File: config.mk
export PLATFORM = sky130hd
export DESIGN_NAME = uart_rx_frame
export DESIGN_NICKNAME = d
export VERILOG_FILES = /design/src/rtl/uart_rx_pkg.sv /design/src/rtl/uart_rx_sampler.sv /design/src/rtl/uart_rx_frame.sv
export SDC_FILE = /design/constraint.sdc
export NUM_CORES = 1
export LEC_CHECK = 0
export CORE_ASPECT_RATIO = 1.4
export CORE_UTILIZATION = 50
export CTS_CLUSTER_SIZE = 28
export DETAILED_ROUTE_END_ITERATION = 8
export PLACE_DENSITY = 0.83
export SYNTH_ARGS = -nofsm -noshare
export SYNTH_HDL_FRONTEND = slang
export SYNTH_SLANG_ARGS = --single-unit
File: constraint.sdc
create_clock -name clk -period 2.3 [get_ports clk]
set_input_delay 0.46 -clock clk [delete_from_list [all_inputs] [get_ports clk]]
set_output_delay 0.46 -clock clk [all_outputs]
set_load 0.02 [all_outputs]
File: src/rtl/uart_rx_pkg.sv
// Shared types and constants for the UART receive path.
package uart_rx_pkg;

  typedef enum logic [2:0] {
    IDLE,
    START,
    DATA,
    PARITY,
    STOP
  } rx_state_e;

  localparam logic PAR_EVEN = 1'b0;
  localparam logic PAR_ODD  = 1'b1;

  localparam int PRESCALE_8  = 8;
  localparam int PRESCALE_16 = 16;
  localparam int PRESCALE_32 = 32;

  function automatic logic majority3(input logic a, input logic b, input logic c);
    return (a & b) | (a & c) | (b & c);
  endfunction

endpackage

File: src/rtl/uart_rx_sampler.sv
// Per-bit oversampling counter and sample-point decode.
// UART_RX_MAJORITY_VOTE_EN: 2-of-3 vote around the sample point, strobe one cycle later.
module uart_rx_sampler
  import uart_rx_pkg::*;
#(
  parameter int PRESCALE_WIDTH = 6
) (
  input  logic                      clk,
  input  logic                      reset,
  input  logic                      rx_s_i,
  input  logic                      run_i,
  input  logic [PRESCALE_WIDTH-1:0] prescale_i,
  output logic                      sample_bit_o,
  output logic                      sample_stb_o,
  output logic                      bit_wrap_o
);

  localparam logic [PRESCALE_WIDTH-1:0] ONE = PRESCALE_WIDTH'(1);

  logic [PRESCALE_WIDTH-1:0] edge_cnt_q, edge_cnt_d;
  logic [PRESCALE_WIDTH-1:0] half;

  assign half       = prescale_i >> 1;
  assign bit_wrap_o = run_i && (edge_cnt_q == (prescale_i - ONE));

  always_comb begin
    edge_cnt_d = edge_cnt_q + ONE;
    if (!run_i || bit_wrap_o) edge_cnt_d = '0;
  end

  always_ff @(posedge clk) begin
    if (reset) edge_cnt_q <= '0;
    else       edge_cnt_q <= edge_cnt_d;
  end

`ifdef UART_RX_MAJORITY_VOTE_EN
  // hist_q[0] holds the sample point, hist_q[1] the cycle before it
  logic [1:0] hist_q;

  always_ff @(posedge clk) begin
    if (reset) hist_q <= 2'b11;
    else       hist_q <= {hist_q[0], rx_s_i};
  end

  assign sample_stb_o = run_i && (edge_cnt_q == half);
  assign sample_bit_o = majority3(hist_q[1], hist_q[0], rx_s_i);
`else
  assign sample_stb_o = run_i && (edge_cnt_q == (half - ONE));
  assign sample_bit_o = rx_s_i;
`endif

endmodule

File: src/rtl/uart_rx_frame.sv
// UART receiver: start detect, LSB-first deserialise, optional parity, stop check.
// Optional UART_RX_MAJORITY_VOTE_EN selects 2-of-3 voting in the sampler.
module uart_rx_frame
  import uart_rx_pkg::*;
#(
  parameter int FRAME_WIDTH    = 8,
  parameter int PRESCALE_WIDTH = 6,
  parameter int BIT_CNT_WIDTH  = 4
) (
  input  logic                      clk,
  input  logic                      reset,
  input  logic                      RX_IN,
  input  logic [PRESCALE_WIDTH-1:0] Prescale,
  input  logic                      PAR_EN,
  input  logic                      PAR_TYP,
  output logic [FRAME_WIDTH-1:0]    P_Data,
  output logic                      Data_Valid,
  output logic                      Par_Err,
  output logic                      Stp_Err
);

  localparam logic [BIT_CNT_WIDTH-1:0] LAST_BIT = BIT_CNT_WIDTH'(FRAME_WIDTH - 1);
  localparam logic [BIT_CNT_WIDTH-1:0] BIT_ONE  = BIT_CNT_WIDTH'(1);

  logic [1:0]                sync_q;
  rx_state_e                 state_q, state_d;
  logic [FRAME_WIDTH-1:0]    shift_q, shift_d;
  logic [FRAME_WIDTH-1:0]    pdata_q, pdata_d;
  logic [BIT_CNT_WIDTH-1:0]  bit_cnt_q, bit_cnt_d;
  logic [PRESCALE_WIDTH-1:0] prescale_q, prescale_d;
  logic                      par_en_q, par_en_d;
  logic                      par_typ_q, par_typ_d;
  logic                      par_fail_q, par_fail_d;
  logic                      dv_q, dv_d, perr_q, perr_d, serr_q, serr_d;
  logic                      rx_s, run, sample_bit, sample_stb, bit_wrap;

  assign rx_s = sync_q[1];
  assign run  = (state_q != IDLE);

  uart_rx_sampler #(
    .PRESCALE_WIDTH(PRESCALE_WIDTH)
  ) u_sampler (
    .clk         (clk),
    .reset       (reset),
    .rx_s_i      (rx_s),
    .run_i       (run),
    .prescale_i  (prescale_q),
    .sample_bit_o(sample_bit),
    .sample_stb_o(sample_stb),
    .bit_wrap_o  (bit_wrap)
  );

  always_comb begin
    state_d    = state_q;
    shift_d    = shift_q;
    pdata_d    = pdata_q;
    bit_cnt_d  = bit_cnt_q;
    prescale_d = prescale_q;
    par_en_d   = par_en_q;
    par_typ_d  = par_typ_q;
    par_fail_d = par_fail_q;
    dv_d       = 1'b0;
    perr_d     = 1'b0;
    serr_d     = 1'b0;
    case (state_q)
      IDLE: begin
        if (!rx_s) begin
          state_d    = START;
          prescale_d = Prescale;
          par_en_d   = PAR_EN;
          par_typ_d  = PAR_TYP;
          par_fail_d = 1'b0;
          bit_cnt_d  = '0;
        end
      end
      START: begin
        if (sample_stb && sample_bit) state_d = IDLE;
        else if (bit_wrap)            state_d = DATA;
      end
      DATA: begin
        if (sample_stb) shift_d = {sample_bit, shift_q[FRAME_WIDTH-1:1]};
        if (bit_wrap) begin
          if (bit_cnt_q == LAST_BIT) begin
            bit_cnt_d = '0;
            state_d   = par_en_q ? PARITY : STOP;
          end else begin
            bit_cnt_d = bit_cnt_q + BIT_ONE;
          end
        end
      end
      PARITY: begin
        if (sample_stb && (sample_bit != ((^shift_q) ^ (par_typ_q == PAR_ODD))))
          par_fail_d = 1'b1;
        if (bit_wrap) state_d = STOP;
      end
      STOP: begin
        // Leave at the stop sample point so a following start bit is not missed
        if (sample_stb) begin
          state_d = IDLE;
          if (!sample_bit)     serr_d = 1'b1;
          else if (par_fail_q) perr_d = 1'b1;
          else begin
            pdata_d = shift_q;
            dv_d    = 1'b1;
          end
        end
      end
      default: state_d = IDLE;
    endcase
  end

  always_ff @(posedge clk) begin
    if (reset) begin
      sync_q     <= 2'b11;
      state_q    <= IDLE;
      bit_cnt_q  <= '0;
      par_fail_q <= 1'b0;
      pdata_q    <= '0;
      dv_q       <= 1'b0;
      perr_q     <= 1'b0;
      serr_q     <= 1'b0;
    end else begin
      sync_q     <= {sync_q[0], RX_IN};
      state_q    <= state_d;
      bit_cnt_q  <= bit_cnt_d;
      par_fail_q <= par_fail_d;
      pdata_q    <= pdata_d;
      dv_q       <= dv_d;
      perr_q     <= perr_d;
      serr_q     <= serr_d;
    end
  end

  // Frame payload and latched configuration need no reset; they are loaded before use
  always_ff @(posedge clk) begin
    shift_q    <= shift_d;
    prescale_q <= prescale_d;
    par_en_q   <= par_en_d;
    par_typ_q  <= par_typ_d;
  end

  assign P_Data     = pdata_q;
  assign Data_Valid = dv_q;
  assign Par_Err    = perr_q;
  assign Stp_Err    = serr_q;

endmodule
-- Word-level counts from Yosys, hierarchy flattened
Index checks and enable logic that the tools add are counted.
- bits in registers: 43
- logic and storage cells: 76
- output and inout port bits: 11
- bitwise gates (word level): 5
- equal/unequal tests: 15
- add/subtract/negate cells: 4
- mux-type cells: 19
- reduce and logical (&&, ||, !) cells: 20
- operator list (operator ; number):
    $mux 3 ; 8
    $pmux 3 s5 ; 1
    $eq 6x6->1 ; 2
    $mux 4 ; 3
    $ne 2x2->1 const B ; 4
    $pmux 4 s2 ; 1
    $reduce_xor 8->1 ; 1
    $add 6x1->6 const B ; 1
    $eq 3x2->1 const B ; 2
    $reduce_and 3->1 ; 2
    $reduce_and 6->1 ; 1
    $sub 5x1->6 const B ; 1
    $sub 6x1->6 const B ; 1
    $mux 1 ; 5
    $add 4x1->4 const B ; 1
    $eq 4x3->1 const B ; 1
    $logic_and 1x1->1 ; 4
    $ne 2x1->1 const B ; 2
    $not 1->1 ; 4
    $reduce_and 2->1 ; 2
    $reduce_and 4->1 ; 1
    $reduce_bool 2->1 ; 2
    $reduce_or 4->1 ; 1
    $eq 3x1->1 const B ; 1
    11 further kinds ; 11

-- Longest topological paths before layout
Gate-level depths: netlist (run 1).
- depth in word-level cells: 6
- depth in mapped cells: 9
- mapped depth without buffers: 8

-- Modules after synthesis
A second synthesis (run 1) with hierarchy kept.
- cell total of the unflattened synthesis: 190
- area total of the unflattened synthesis: 2077.0 um2
- by module, submodules not included (module ; cells each ; times used ; area each (um2)):
    uart_rx_frame ; 123 ; 1 ; 1477.7
    uart_rx_sampler ; 67 ; 1 ; 599.3

-- Worst setup path before layout (run 1)
OpenSTA, ideal clock, no wires.
- path type: reg-to-reg
- start point: register prescale_q[2]
- end point: register pdata_q[2], in the netlist P_Data[2]
- arrival: 2156 ps
- path slack: 16 ps
- stages on the path, launching flop included: 10
- buffers on the path: 1
- library setup time: 128 ps
- cell sequence: edfxtp_1 inv_1 ha_1 xnor2_1 or4b_2 nor2_1 and4bb_2 buf_6 mux2i_1 nor2_1
- word-level cells in the longest chain between the ends: 4
- RTL lines (item ; RTL line ; RTL):
    from (decl) ; uart_rx_frame.sv:30 ; logic [PRESCALE_WIDTH-1:0] prescale_q, prescale_d;
    from (signal assigned) ; uart_rx_frame.sv:137 ; prescale_q <= prescale_d;
    $sub 5x1->6 ; uart_rx_sampler.sv:48 ; assign sample_stb_o = run_i && (edge_cnt_q == (half - ONE));
    $eq 6x6->1 ; uart_rx_sampler.sv:48 ;
    $logic_and 1x1->1 ; uart_rx_sampler.sv:48 ;
    $reduce_and 4->1 (no source line) ; -- ;
    to (signal assigned) ; uart_rx_frame.sv:127 ; pdata_q <= pdata_d;
    to (decl) ; uart_rx_frame.sv:28 ; logic [FRAME_WIDTH-1:0] pdata_q, pdata_d;
Every way passes these cells.
A chain may end at the register's enable or synchronous reset.

-- Final worst setup path (run 1)
- start point: register prescale_q[2]
- end point: register pdata_q[3], in the netlist P_Data[3]
Same word-level chain as after synthesis.

==> results of run 1 <==
==> how the worst max path moves through the flow <==
stage                  start    endpoint  slack, ns  depth (start not counted)
3_3_place_gp   prescale_q[1]  shift_q[1]      -0.03                          6
4_1_cts        prescale_q[1]   P_Data[0]      -0.01                          9
3_5_place_dp   prescale_q[1]  state_q[1]      -0.05                          8
5_1_grt        prescale_q[1]   P_Data[3]       -0.1                          9
6_report       prescale_q[2]   P_Data[3]       0.03                          9
2_1_floorplan  prescale_q[2]   P_Data[2]       0.02                          9
==> layer usage <==
metal  share of wire, %  wire length (um)  global-route usage, %  vias up
met1                 39              1670                   22.9      750
met4                2.8               122                   14.4        0
met5                  0                 0                      0        -
met3                4.1               178                   5.33       10
met2                 54              2320                   34.8       47
li1                   -                 -                      -      772
==> Yosys cell counts, types with 4 or more instances <==
library cell,count
a21oi_1,4
clkbuf_1,4
dfxtp_1,27
edfxtp_1,16
ha_1,5
inv_1,7
mux2i_1,11
nand2_1,8
nand2b_1,4
nand3_1,5
nor2_1,26
nor3_1,5
xnor2_1,15
xor2_1,11
==> cells by family (layout without fill, tap and decap cells) <==
logic type	count (synthesis)	after routing	synth area share, %
muxes	11	11	5.36
and+or+nand+nor	72	72	18.7
adders and majority gates	5	5	3.05
xor gates and xnor gates	26	26	11.1
AOI/OAI and AO/OA	24	24	8.28
DFF	43	43	49.7
buffers and inverters	16	57	3.84
==> per-stage QoR <==
step,util (%),area (um^2),power (mW),setup slack [ns],instances
after floorplan,-,2050,0.855,0.0164,197
after CTS,64.3,2520,1.38,-0.0121,279
final,68.3,2680,1.38,0.0301,281
after global routing,68.3,2680,1.43,-0.0965,281
after global placement,61.6,2410,0.893,-0.0253,270
after detailed placement,61.6,2410,0.894,-0.0454,270
==> report_power, final <==
group,leakage (nW),total (mW),internal (mW),switching (mW)
Combinational,0.573,0.0948,0.0495,0.0453
Sequential,0.363,0.797,0.793,0.00464
Clock,0.0408,0.491,0.217,0.275
==> sequential cells by signal, summed over array words and instances, names as in the netlist <==
name / flops
prescale_q: 6
sync_q: 2
par_en_q: 1
bit_cnt_q: 4
par_typ_q: 1
Par_Err: 1
Data_Valid: 1
par_fail_q: 1
state_q: 3
P_Data: 8
u_sampler.edge_cnt_q: 6
shift_q: 8
Stp_Err: 1
==> final cells by class <==
cell class                      count  share of cell area (%)
Clock inverter                      3                   0.889
Inverter                            7                   0.982
Multi-Input combinational cell    138                    40.6
Timing Repair Buffer               42                    14.8
Tap cell                           43                    2.01
Sequential cell                    43                    38.2
Clock buffer                        5                    2.57
==> timing repair <==
item,in CTS,in global routing
gates resized for setup,3,26
pin swaps,2,9
buffers inserted,1,2
endpoints found under the setup margin,14,32
==> results_dict.tcl, run 1 <==
set metrics [dict create \
    outcome "complete, no violations" \
    place.detailed.hpwl_mm 3.07 \
    slew_headroom_pct 68.7 \
    cts_root_buf "clkbuf_8" \
    critPathKind "reg -> reg" \
    die_y_um 77.8 \
    viasPerCell 5.62 \
    r2r_end "P_Data[3]" \
    most-common-layout-cells "dfxtp_1 (27), nor2_1 (26), clkdlybuf4s50_1 (21)" \
    rsz0062_at_grt "true" \
    p_leak_nw 0.977 \
    async_flop_share_pct 0 \
    vdd_drop_max_v 0.000562 \
    hold_viol 0 \
    synth_edf_count 16 \
    hold_path_class "reg -> reg" \
    crit_chain "inv_1 > ha_1 > xnor2_1 > or4b_4 > nor2_1 > and4bb_2 > buf_12 > mux2i_2 > nor2_1" \
    gr-total-overflow 0 \
    ant_nets 0 \
    regArea_mm2 0.00102 \
    worst_slew_pin_slew_ns 0.466 \
    dieArea_mm2 0.00437 \
    reg2reg_setup_slack_ns 0.03 \
    numClockSinks 43 \
    routed_wirelength_mm 4.30 \
    synth_top_area_share_pct 26.3 \
    antenna_found_initial 0 \
    rows 27 \
    cp_common_cell "nor2_1" \
    holdWs_ns 0.415 \
    mostFrequentLayoutCell "dfxtp_1" \
    fmax_mhz 441 \
    required_ns 2.51 \
    cp_top_family "simple AND/OR/NAND/NOR gates" \
    dieWidth_um 56.2 \
    yosysSeqAreaShare_pct 49.7 \
    synth.area.top_cells "dfxtp_1 (26%), edfxtp_1 (23%), xnor2_1 (6.4%), mux2i_1 (5.4%), nor2_1 (4.8%)" \
    netlist_area_mm2 0.00205 \
    io_pins 22 \
    drive_gt1_share_pct 22.3 \
    fillers 286 \
    hold_end "sync_q[1]" \
    clock_latency_ns 0.30 \
    cp.arrival_ns 2.48 \
    grt_usage_pct 20.9 \
    critPathBufInv 2 \
    endpoint_kind "flop" \
    syn_inst 197 \
    antennaDiodeCount 0 \
    grt_max_degree 16 \
    cts_buffer_depth 2 \
    cp-start-kind "flop" \
    grt_pass1_wl_mm 6.93 \
    area_growth_pct 30.2 \
    cts_buffers 5 \
    timing.final.crit_share_pct 98.7 \
    drtIter0Drc 55 \
    hold_depth 1 \
    drv_cap 0 \
    routedWlPerCell_um 15.3 \
    portBuffers 21 \
    rr_worst_depth 9 \
    yosysTopAreaCell "dfxtp_1" \
    tns_ns 0 \
    multiInputGateArea_mm2 0.00109 \
    setup_viol 0 \
    htreeDepth 2 \
    firstDrtPassIters 4 \
    synth_cell_type_count 47 \
    start_util_pct 52.4 \
    cts_tree "built" \
    drcViolationCount 0 \
    synth_ff_type "dfxtp_1" \
    syn_avg_cell_area_um2 10.4 \
    core_area_mm2 0.00392 \
    r2r_start "prescale_q[2]" \
    vias 1579 \
    nets 253 \
    hold_path.startpoint "sync_q[0]" \
    fin_crit_ns 2.27 \
    crit_path_max_fanout 8 \
    syn-num-nets 213 \
    path_clk_slew_ns 0.08 \
    first_global_vias 1551 \
    drv_slew 0 \
    place.gp.congestion 0.859 \
    slowest_delay_ns 0.52 \
    synth_seq_cells 43 \
    clock_skew_ns 0.00512 \
    critPathSlowestCell "or4b_4" \
    ys_warn_count 0 \
    power_density_mw_per_mm2 517 \
    cts_hold_buf 0 \
]
Power figures use the tool's default switching activity.
==> inputs of run 2 (changes only) <==
- CORE_UTILIZATION: 50 -> 55
- DONT_BUFFER_PORTS: default -> 1
- PLACE_DENSITY: 0.83 -> 0.81
==> run 2 against run 1 <==
The run now ends with setup timing left. Routed wire length decreased by 1.6%. Register-to-register slack got worse by 0.08 ns. Sequential share of layout area increased by 4.0 points. Clock skew increased by 0.0062 ns. Utilization increased by 1.5 points. Sequential power about the same. Fmax decreased by 3.3%. Global-route usage increased by 2.5 points. Largest cell class unchanged.
==> results_dict.tcl, run 2 (synthesis results as in run 1) <==
set metrics [dict create \
    area_growth_pct 18.0 \
    critPathSlowestCell "a2111oi_1" \
    worst_slew_pin_slew_ns 0.471 \
    cts_tree "built" \
    routed_wirelength_mm 4.23 \
    dieArea_mm2 0.00399 \
    gr-total-overflow 0 \
    nets 229 \
    grt_util_met1_pct 26.7 \
    outcome "finished with violations" \
    numClockSinks 43 \
    first_global_vias 1446 \
    slew_headroom_pct 68.4 \
    io_pins 22 \
    power.total_mw 1.36 \
    cts_buffer_depth 2 \
    crit_chain "buf_4 > or3_4 > nor3_4 > xor2_2 > nor3_2 > buf_4 > a2111oi_1 > o21a_1" \
    rsz0062_at_grt "true" \
    cp_common_cell "buf_4" \
    slowest_delay_ns 0.42 \
    busiest_layer "met2" \
    antennaDiodeCount 0 \
    place_inst 242 \
    place.gp.congestion 0.820 \
    fin_crit_ns 2.35 \
    firstDrtPassIters 4 \
    start_util_pct 59.2 \
    drtIter0Drc 36 \
    timing.final.crit_share_pct 102 \
    clock_latency_ns 0.30 \
    grt_util_met2_pct 39.7 \
    vdd_drop_max_v 0.000528 \
    setup_viol 2 \
    antenna_found_initial 0 \
    drv_slew 0 \
    drcViolationCount 0 \
    design_area_mm2 0.00242 \
    grt_pass1_wl_mm 6.44 \
    cts_root_buf "clkbuf_8" \
    hold_path_class "in -> reg" \
    endpoint_kind "flop" \
    grt_usage_pct 23.3 \
    p_leak_nw 0.885 \
    fillers 257 \
    mostFrequentLayoutCell "dfxtp_1" \
    ant_nets 0 \
    post-route-util_pct 69.8 \
    fmax_mhz 426 \
    layout_setup_ws_ns -0.0479 \
    most-common-layout-cells "dfxtp_1 (27), nor2_1 (26), edfxtp_1 (16)" \
    clock_skew_ns 0.0113 \
    placed_area_mm2 0.00217 \
    grt_max_degree 25 \
    use_met3_pct 5.93 \
    regArea_mm2 0.00102 \
    vias 1485 \
    required_ns 2.54 \
    routedWlPerCell_um 16.6 \
    violations "setup timing" \
    viasPerCell 5.85 \
    cp.arrival_ns 2.59 \
    drive_gt1_share_pct 22.0 \
    dieWidth_um 53.7 \
    cp_top_family "simple AND/OR/NAND/NOR gates" \
    htreeDepth 2 \
    cp-start-kind "flop" \
    critPathKind "reg -> reg" \
    rows 25 \
    multiInputGateArea_mm2 0.00107 \
    holdWs_ns 0.229 \
    cts_buffers 5 \
    die_y_um 74.3 \
    path_clk_slew_ns 0.08 \
    power_density_mw_per_mm2 561 \
    core_area_mm2 0.00347 \
    cts_hold_buf 0 \
    place.detailed.hpwl_mm 2.90 \
    portBuffers 0 \
    crit_path_max_fanout 7 \
    critPathBufInv 2 \
    finalNonFillerCells 254 \
    drv_cap 0 \
    hold_viol 0 \
]
run 2: per-stage QoR:
stage / worst slack, ns / setup TNS [ns]
detailed placement: -0.0616 / -0.479
CTS: 0.0153 / 0
global route: -0.147 / -2.42
floorplan: 0.0164 / 0
finish: -0.0479 / -0.0695
global placement: 0.0116 / 0
run 2: report_power, final:
group          internal [mW]  leakage (nW)  switching [mW]
sequential             0.793         0.363         0.00561
clock                  0.240        0.0449           0.255
combinational         0.0312         0.478          0.0343
total                   1.06         0.885           0.295
run 2: path summary, 6_finish.rpt:
kind	endpoint	slack, ns	startpoint	cells past startpoint
hold reg to reg	sync_q[1]	0.43	sync_q[0]	1
setup / recovery	state_q[1]	-0.05	prescale_q[1]	8
setup reg to reg	state_q[1]	-0.05	prescale_q[1]	8
hold / removal	Stp_Err	0.23	reset	1
run 2: timing repair:
item                                    in CTS  in global routing
resized for setup                            4                 20
pin swaps                                    4                  6
buffers inserted                             2                  2
endpoints found under the setup margin      15                 29
endpoints found under the hold margin        0                  0
run 2: area by class of cell:
type	count	area share, %
Sequential cell	43	42.1
Clock buffer	6	3.41
Clock inverter	2	0.465
Inverter	7	1.08
Tap cell	40	2.07
Timing Repair Buffer	18	6.56
Multi-Input combinational cell	138	44.3
run 2: worst reg2reg max path, cell delays in order (launching register included):
cell and delay [ns]:
edfxtp_1 0.41, buf_4 0.16, or3_4 0.40, nor3_4 0.23, xor2_2 0.24, nor3_2 0.10, buf_4 0.17, a2111oi_1 0.42
o21a_1 0.17
run 2: per-layer routing:
layer | share of wire, % | routed length, um
met1 | 39 | 1650
met2 | 54 | 2280
met3 | 4.1 | 172
met4 | 2.9 | 121
met5 | 0 | 0
